==> config.mk <==
export PLATFORM = sky130hd
export DESIGN_NAME = hilo_div_unit_flat
export DESIGN_NICKNAME = d
export VERILOG_FILES = /design/src/rtl/hilo_div_if.sv /design/src/rtl/hilo_div_unit.sv /design/src/flat_wrapper.sv
export SDC_FILE = /design/constraint.sdc
export NUM_CORES = 1
export LEC_CHECK = 0
export BUFFER_PORTS_ARGS = -buffer_cell sky130_fd_sc_hd__buf_2
export CAP_MARGIN = 20
export CORE_AREA = 2 2 165 167
export CTS_BUF_LIST = sky130_fd_sc_hd__clkbuf_4 sky130_fd_sc_hd__clkbuf_8 sky130_fd_sc_hd__clkbuf_16
export CTS_CLUSTER_SIZE = 14
export DETAILED_ROUTE_END_ITERATION = 6
export DIE_AREA = 0 0 167 169
export GPL_TIMING_DRIVEN = 0
export HOLD_SLACK_MARGIN = 0.08
export PLACE_DENSITY = 0.6
export SYNTH_ARGS = -nofsm -noshare
export SYNTH_HDL_FRONTEND = slang
export SYNTH_SLANG_ARGS = --single-unit
==> constraint.sdc <==
create_clock -name clk -period 7.9 [get_ports clk]
set_input_delay 0.79 -clock clk [delete_from_list [all_inputs] [get_ports clk]]
set_output_delay 0.79 -clock clk [all_outputs]
set_load 0.03 [all_outputs]
==> src/rtl/hilo_div_if.sv <==
// Issue/result handshake between the execute-stage stall logic and the HI/LO divider.
// master = pipeline side, slave = divider side.
interface hilo_div_if #(
  parameter int WIDTH = 32
);
  logic             start;
  logic             signed_div;
  logic [WIDTH-1:0] dividend;
  logic [WIDTH-1:0] divisor;
  logic             cancel;
  logic             busy;
  logic             done;
  logic [WIDTH-1:0] lo;
  logic [WIDTH-1:0] hi;
  logic             div_by_zero;

  modport master (
    output start, signed_div, dividend, divisor, cancel,
    input  busy, done, lo, hi, div_by_zero
  );

  modport slave (
    input  start, signed_div, dividend, divisor, cancel,
    output busy, done, lo, hi, div_by_zero
  );
endinterface

==> src/rtl/hilo_div_unit.sv <==
// Iterative radix-2 restoring divider for DIV/DIVU.
// Returns quotient on lo and remainder on hi, with a one-cycle done pulse.
module hilo_div_unit #(
  parameter int WIDTH = 32,
  parameter int CNT_W = 6
) (
  input logic      clk,
  input logic      rst,
  hilo_div_if.slave dif
);

  typedef enum logic [1:0] {IDLE, DIV_ZERO, DIV_ON, DIV_END} state_t;

  state_t                 state;
  logic [CNT_W-1:0]       cnt_p1;
  logic [2*WIDTH:0]       rem_p1;
  logic [WIDTH-1:0]       div_p1;
  logic                   q_neg_p1;
  logic                   r_neg_p1;
  logic                   busy_q;
  logic                   done_q;
  logic                   dbz_q;
  logic [WIDTH-1:0]       lo_q;
  logic [WIDTH-1:0]       hi_q;

  logic [WIDTH+1:0]       diff;
  logic [2*WIDTH:0]       rem_nxt;

  function automatic logic [WIDTH-1:0] abs_val(input logic signed [WIDTH-1:0] v,
                                               input logic en);
    // The most negative value maps onto itself and is read as unsigned.
    return (en && v < 0) ? -v : v;
  endfunction

  function automatic logic [WIDTH-1:0] apply_sign(input logic [WIDTH-1:0] v,
                                                  input logic neg);
    return neg ? (~v + WIDTH'(1)) : v;
  endfunction

  // Restoring step: trial-subtract the divisor from the shifted upper half.
  always_comb begin
    diff    = rem_p1[2*WIDTH:WIDTH-1] - {2'b00, div_p1};
    rem_nxt = {rem_p1[2*WIDTH-1:0], 1'b0};
    if (!diff[WIDTH+1])
      rem_nxt = {diff[WIDTH:0], rem_p1[WIDTH-2:0], 1'b1};
  end

  always_ff @(posedge clk) begin
    if (rst) begin
      state  <= IDLE;
      busy_q <= 1'b0;
      done_q <= 1'b0;
      dbz_q  <= 1'b0;
      lo_q   <= '0;
      hi_q   <= '0;
      cnt_p1 <= '0;
    end else begin
      done_q <= 1'b0;
      case (state)
        IDLE: begin
          if (dif.start && !dif.cancel) begin
            busy_q   <= 1'b1;
            dbz_q    <= 1'b0;
            cnt_p1   <= '0;
            div_p1   <= abs_val(dif.divisor, dif.signed_div);
            rem_p1   <= {{(WIDTH+1){1'b0}}, abs_val(dif.dividend, dif.signed_div)};
            q_neg_p1 <= dif.signed_div & (dif.dividend[WIDTH-1] ^ dif.divisor[WIDTH-1]);
            r_neg_p1 <= dif.signed_div & dif.dividend[WIDTH-1];
            state    <= (dif.divisor == '0) ? DIV_ZERO : DIV_ON;
          end
        end
        DIV_ZERO: begin
          if (dif.cancel) begin
            state  <= IDLE;
            busy_q <= 1'b0;
          end else begin
            state  <= DIV_END;
            lo_q   <= '0;
            hi_q   <= '0;
            dbz_q  <= 1'b1;
            done_q <= 1'b1;
          end
        end
        DIV_ON: begin
          if (dif.cancel) begin
            state  <= IDLE;
            busy_q <= 1'b0;
          end else begin
            rem_p1 <= rem_nxt;
            cnt_p1 <= cnt_p1 + CNT_W'(1);
            // Results are registered on the way into DIV_END so they are valid with done.
            if (cnt_p1 == CNT_W'(WIDTH-1)) begin
              state  <= DIV_END;
              done_q <= 1'b1;
              lo_q   <= apply_sign(rem_nxt[WIDTH-1:0], q_neg_p1);
              hi_q   <= apply_sign(rem_nxt[2*WIDTH-1:WIDTH], r_neg_p1);
            end
          end
        end
        DIV_END: begin
          state  <= IDLE;
          busy_q <= 1'b0;
        end
        default: begin
          state  <= IDLE;
          busy_q <= 1'b0;
        end
      endcase
    end
  end

  assign dif.busy        = busy_q;
  assign dif.done        = done_q;
  assign dif.lo          = lo_q;
  assign dif.hi          = hi_q;
  assign dif.div_by_zero = dbz_q;

endmodule

==> src/flat_wrapper.sv <==
// flat-port wrapper written by rule: the top's interface ports become plain ports
module hilo_div_unit_flat 
#(
  parameter int WIDTH = 32,
  parameter int CNT_W = 6
)
  (clk, rst, dif_start, dif_signed_div, dif_dividend, dif_divisor, dif_cancel, dif_busy, dif_done, dif_lo, dif_hi, dif_div_by_zero);
  hilo_div_if #(.WIDTH(WIDTH)) dif_i ();
  input logic clk;
  input logic rst;
  input wire logic [$bits(dif_i.start)-1:0] dif_start;
  input wire logic [$bits(dif_i.signed_div)-1:0] dif_signed_div;
  input wire logic [$bits(dif_i.dividend)-1:0] dif_dividend;
  input wire logic [$bits(dif_i.divisor)-1:0] dif_divisor;
  input wire logic [$bits(dif_i.cancel)-1:0] dif_cancel;
  output wire logic [$bits(dif_i.busy)-1:0] dif_busy;
  output wire logic [$bits(dif_i.done)-1:0] dif_done;
  output wire logic [$bits(dif_i.lo)-1:0] dif_lo;
  output wire logic [$bits(dif_i.hi)-1:0] dif_hi;
  output wire logic [$bits(dif_i.div_by_zero)-1:0] dif_div_by_zero;
  assign dif_i.start = dif_start;
  assign dif_i.signed_div = dif_signed_div;
  assign dif_i.dividend = dif_dividend;
  assign dif_i.divisor = dif_divisor;
  assign dif_i.cancel = dif_cancel;
  assign dif_busy = dif_i.busy;
  assign dif_done = dif_i.done;
  assign dif_lo = dif_i.lo;
  assign dif_hi = dif_i.hi;
  assign dif_div_by_zero = dif_i.div_by_zero;
  hilo_div_unit #(.WIDTH(WIDTH), .CNT_W(CNT_W)) u_core (.clk(clk), .rst(rst), .dif(dif_i));
endmodule
[Yosys cells after proc, flatten, opt, wreduce, memory -nomap -nowiden]
Cells that the tools add are included.
W data, S select, Z words.
Cells by class
  add/subtract/negate cells: 6
  magnitude comparators: 2
  equal/unequal tests: 10
  muxes and demuxes: 34
  bitwise logic cells: 6
  reduce and logical (&&, ||, !) cells: 17
Operator list (number)
  $mux W32: 9
  $mux W65: 3
  $pmux W65 S2: 1
  $pmux W32 S2: 2
  $add A32 B1 Y32 const B: 2
  $lt A32 B1 Y1 const B: 2
  $neg A32 Y32: 2
  $not A32 Y32: 2
  $sub A34 B32 Y34: 1
  $logic_not A32 Y1: 1
  $mux W6: 2
  $pmux W6 S2: 1
  $mux W2: 5
  $reduce_and A3 Y1: 3
  $pmux W2 S4: 1
  $reduce_and A4 Y1: 2
  $mux W1: 7
  $add A6 B1 Y6 const B: 1
  $eq A6 B5 Y1 const B: 1
  $ne A2 B1 Y1 const B: 3
  $reduce_bool A2 Y1: 3
  $eq A2 B2 Y1 const B: 2
  $ne A2 B2 Y1 const B: 2
  $pmux W1 S2: 2
  other kinds (11): 15
Word-level totals
  register bits after elaboration: 174
  input bits: 69
  output and inout bits: 67
  word-level logic and storage cells: 86

[Logic depth before layout (Yosys ltp)]
  depth in word-level cells: 8
  depth in mapped cells: 25

[Worst setup path before layout]
OpenSTA, ideal clock, no wires.
  path kind: input to register
  start: input rst
  end: register u_core.rem_p1[0], enable pin
  arrival time: 5.680 ns
  data required time: 7.331 ns
  setup slack: 1.652 ns
  stages on the path: 3
  buffers on the path: 2
  cells stage by stage: clkbuf_1 > clkbuf_1 > nor3_1
Between the ends
  cells in the longest elaborated chain, start to end: 2
RTL lines
  start: declaration: RTL line flat_wrapper.sv:10  | input logic rst;
  $not A1 Y1 (no source line)
  $reduce_and A4 Y1 (no source line)
  end signal: assignment: RTL line hilo_div_unit.sv:66  | rem_p1 <= {{(WIDTH+1){1'b0}}, abs_val(dif.dividend, dif.signed_div)};
  end signal: assignment: RTL line hilo_div_unit.sv:89  | rem_p1 <= rem_nxt;
  end: declaration: RTL line hilo_div_unit.sv:16  | logic [2*WIDTH:0] rem_p1;
No other way between the ends.
A chain may end at the register's enable or synchronous reset.

[Final worst setup path]
  start: register u_core.rem_p1[57]
  end: register u_core.hi_q[24], in the netlist u_core.dif.hi[24]
Between the ends
  cells in the longest elaborated chain, start to end: 8
RTL lines
  $sub A34 B32 Y34 *: RTL line hilo_div_unit.sv:42  | diff = rem_p1[2*WIDTH:WIDTH-1] - {2'b00, div_p1};
  $mux W65 *: RTL line hilo_div_unit.sv:44  | if (!diff[WIDTH+1])
  $not A32 Y32: RTL line hilo_div_unit.sv:37  | return neg ? (~v + WIDTH'(1)) : v;
  $add A32 B1 Y32: RTL line hilo_div_unit.sv:37
  $mux W32 *: RTL line hilo_div_unit.sv:37
  $mux W32 *: RTL line hilo_div_unit.sv:92  | if (cnt_p1 == CNT_W'(WIDTH-1)) begin
  $mux W32 *: RTL line hilo_div_unit.sv:85  | if (dif.cancel) begin
  $pmux W32 S2 *: RTL line hilo_div_unit.sv:59  | case (state)
  end signal: assignment: RTL line hilo_div_unit.sv:96  | hi_q <= apply_sign(rem_nxt[2*WIDTH-1:WIDTH], r_neg_p1);
  end: declaration: RTL line hilo_div_unit.sv:24  | logic [WIDTH-1:0] hi_q;
Mark *: on every way between the ends. The rest lies on a longest branch, timed or not. The select of a mux whose other input is x is not followed.

==> key figures <==
Outcome
  – Run status: completed

Power
  – Switching Power: 0.00119 W
  – Sw Ratio: 38.5%
  – Clock network fraction of design power: 28.0%
  – Seq pwr share: 36.4%
  – Power Density: 228 nW/µm²
  – Pleak: 5.22 nW
  – Peak supply drop: 0.128 mV
  – Comb pwr share: 35.6%
  – Total internal power: 0.00191 W

Global routing
  – Vias in the first global route: 10.1k
  – Initial antenna violation count: 0
  – Gr usage total: 24.7%
  – First-pass GRT wire length: 55.0 mm
  – Largest net degree at the start of global routing: 33
  – Grt total ovfl: 0

Placement
  – Placed Area: 13000 µm²
  – Port bufs: 135
  – Setup slack at placement: 1.22 ns
  – RePlAce Congestion: 0.910
  – Detailed placement HPWL: 27.8 mm

Worst setup path
  – Crit start category: flip-flop
  – Reg2reg setup slack: 1.10 ns
  – Critical Path AT: 7.11 ns
  – Setup CP Type: flip-flop to flip-flop
  – Req. time, crit path: 8.21 ns
  – Crit. End Element: flip-flop
  – Maximum fanout along the worst path: 10

Flow run
  – MaxCap Viol Count: 0

Clock network
  – CTS Sinks: 174
  – CTS tree: yes
  – # hold bufs at CTS: 0
  – Worst-Skew Late Latency: 0.44 ns
  – CTS Buf Count: 17
  – CTS Root Cell: clkbuf_16
  – Postcts setup bufs: 0
  – Clk slew on worst S/H paths: 0.08 ns
  – Deepest level of the CTS H-tree: 4
  – PostCTS Resize Cnt: 0
  – CTS Buffer Depth: 2

Hold path
  – HP Class: flip-flop to flip-flop

STA
  – Setup TNS: 0 ns
  – Rel. slew slack: 34.5%
  – Post-route clock skew: 0.0112 ns
  – Actual slew at the worst max-slew pin: 0.976 ns
  – Setup Viol. Count Final: 0
  – Max Clk Rate: 0.147 GHz
  – Setup ws final: 1.10 ns
  – Final-report max-slew violation count: 0
  – Min Tclk post-route: 6.80 ns
  – Unrepaired setup endpoints after global routing: no
  – Final hold viol count: 0
  – Final period utilization: 86.1%

Floorplanning
  – # rows: 60
  – Die area: 28200 µm²
  – Total I/O pin count: 136
  – CORE AREA: 26500 µm²
  – Starting Density: 44.4%
  – Die Y: 169 µm
  – Die X-Extent: 167 µm

Yosys
  – Top_reg_cell synth: edfxtp_1
  – Mapped Area: 11800 µm²
  – Distinct cell type count after synthesis: 88
  – Syn_area_per_cell: 8.64 µm²
  – Synth Net Count: 1471
  – Ys async rst share: 0%
  – Post-synthesis sequential area ratio: 38.1%
  – Yosys reg bits: 174
  – Post-synthesis cell count: 1361
  – Synthesis warning total: 0
  – Post-synth EDFFs: 99

Final layout
  – # nets final: 1633
  – Ant diodes: 0
  – Final design utilization: 51.3%
  – Area grow syn2layout: 15.5%
  – Design area: 13600 µm²
  – Share of cells above drive strength 1: 13.8%

Detailed routing
  – Drt wl/cell: 18.8 µm
  – Post-route ant nets: 0
  – Initial drt markers: 837
  – Post-route DRC: 0
  – Drt pass-1 iters: 5
  – Avg Vias per Cell: 5.68
  – Routed WL: 35.3 mm
  – DR vias: 10.7k
power groups by stage:
stage          registers, W  logic (W)  clock network (W)
3_3_place_gp        0.00116    0.00106                  0
5_1_grt             0.00114    0.00122           0.000919
2_1_floorplan       0.00113   0.000769                  0
4_1_cts             0.00113    0.00110           0.000884
6_report            0.00113    0.00110           0.000869
3_5_place_dp        0.00115    0.00109                  0
logic make-up after synthesis:
kind of cell	after synthesis	share of synthesized area, %
AOI/OAI and AO/OA	363	20.1
buffers and inverters	124	4.24
muxes	23	1.99
adders and majority gates	41	4.43
and+or+nand+nor	495	20.7
xor gates and xnor gates	141	10.5
DFF	174	38.1
cell usage in the layout, fill, tap and decap left out, types with 21 or more instances in the layout:
master	n
nand2_1	160
o21ai_0	91
dfxtp_1	75
nor3_1	32
clkbuf_1	49
inv_1	59
a22oi_1	33
xor2_1	66
nand3_1	28
buf_2	143
o31ai_1	24
a21oi_1	73
edfxtp_1	99
nor2_1	110
and2_1	21
nor2b_1	35
xnor2_1	75
o21ai_1	28
ha_1	40
cell type report:
cell class                 instances  area, µm²
fill                            2583      12900
multi-input combinational       1063       6800
sequential                       174       4470
timing repair buffer             143        778
tap                              341        427
clock buffer                      17        425
buffer                            63        269
inverter                          61        229
clock inverter                    15        178
final timing paths:
check | startpoint | to | depth (start not counted)
worst min register to register | u_core.dif.hi[28] | u_core.dif.hi[28] | 2
worst max-delay path | u_core.rem_p1[57] | u_core.dif.hi[24] | 19
worst max register to register | u_core.rem_p1[57] | u_core.dif.hi[24] | 19
worst min-delay path | u_core.dif.hi[28] | u_core.dif.hi[28] | 2
sequential cells by signal, indices dropped and copies added, names as in the netlist:
name and cells:
u_core.q_neg_p1 1, u_core.dif.div_by_zero 1, u_core.dif.done 1, u_core.r_neg_p1 1, u_core.div_p1 32, u_core.dif.busy 1
u_core.dif.hi 32, u_core.state 2, u_core.cnt_p1 6, u_core.rem_p1 65, u_core.dif.lo 32
routing by layer:
metal  vias to the layer above  track usage [%]  share of wire [%]
li1                       5267                -                  -
met1                      5056             34.0                 47
met2                       296             40.6                 46
met3                        33             4.30                5.4
met4                         0             5.96                2.0
met5                         -                0                  0
metrics by stage:
step / cells / total power [W] / hold WS (ns)
6_report: 1877 / 0.00310 / 0.448
2_1_floorplan: 1361 / 0.00190 / 0.453
3_5_place_dp: 1845 / 0.00224 / 0.440
3_3_place_gp: 1837 / 0.00222 / 0.434
4_1_cts: 1877 / 0.00311 / 0.451
5_1_grt: 1877 / 0.00328 / 0.471
cells in the mapped netlist (28+ instances only):
cell      number  area share, %
xor2_1        66            4.9
nand2_1      160            5.1
ha_1          40            4.3
o21ai_1       28            1.2
a21oi_1       73            3.1
nor2_1       111            3.5
nor2b_1       35            1.9
clkbuf_1      49            1.6
nand3_1       28            1.2
dfxtp_1       75             13
nor3_1        33            1.4
inv_1         59            1.9
xnor2_1       75            5.6
a22oi_1       33            2.1
edfxtp_1      99             25
o21ai_0       91            3.9
worst max-delay path, stage by stage, from the launching register on:
cell and delay (ns):
edfxtp_1 0.50, ha_1 0.43, nand4_1 0.26, o221ai_2 0.15, a2111oi_2 0.50, o41ai_2 0.23
nor3_2 0.57, nor2_2 0.10, inv_2 0.08, buf_2 0.28, buf_1 0.50, clkbuf_1 0.55
mux2i_1 0.40, ha_1 0.31, nand3_1 0.10, mux2i_1 0.58, o21ai_1 0.32, o41ai_1 0.44
xor2_1 0.27, o21ai_1 0.08
(Power assumes the default switching activity.)
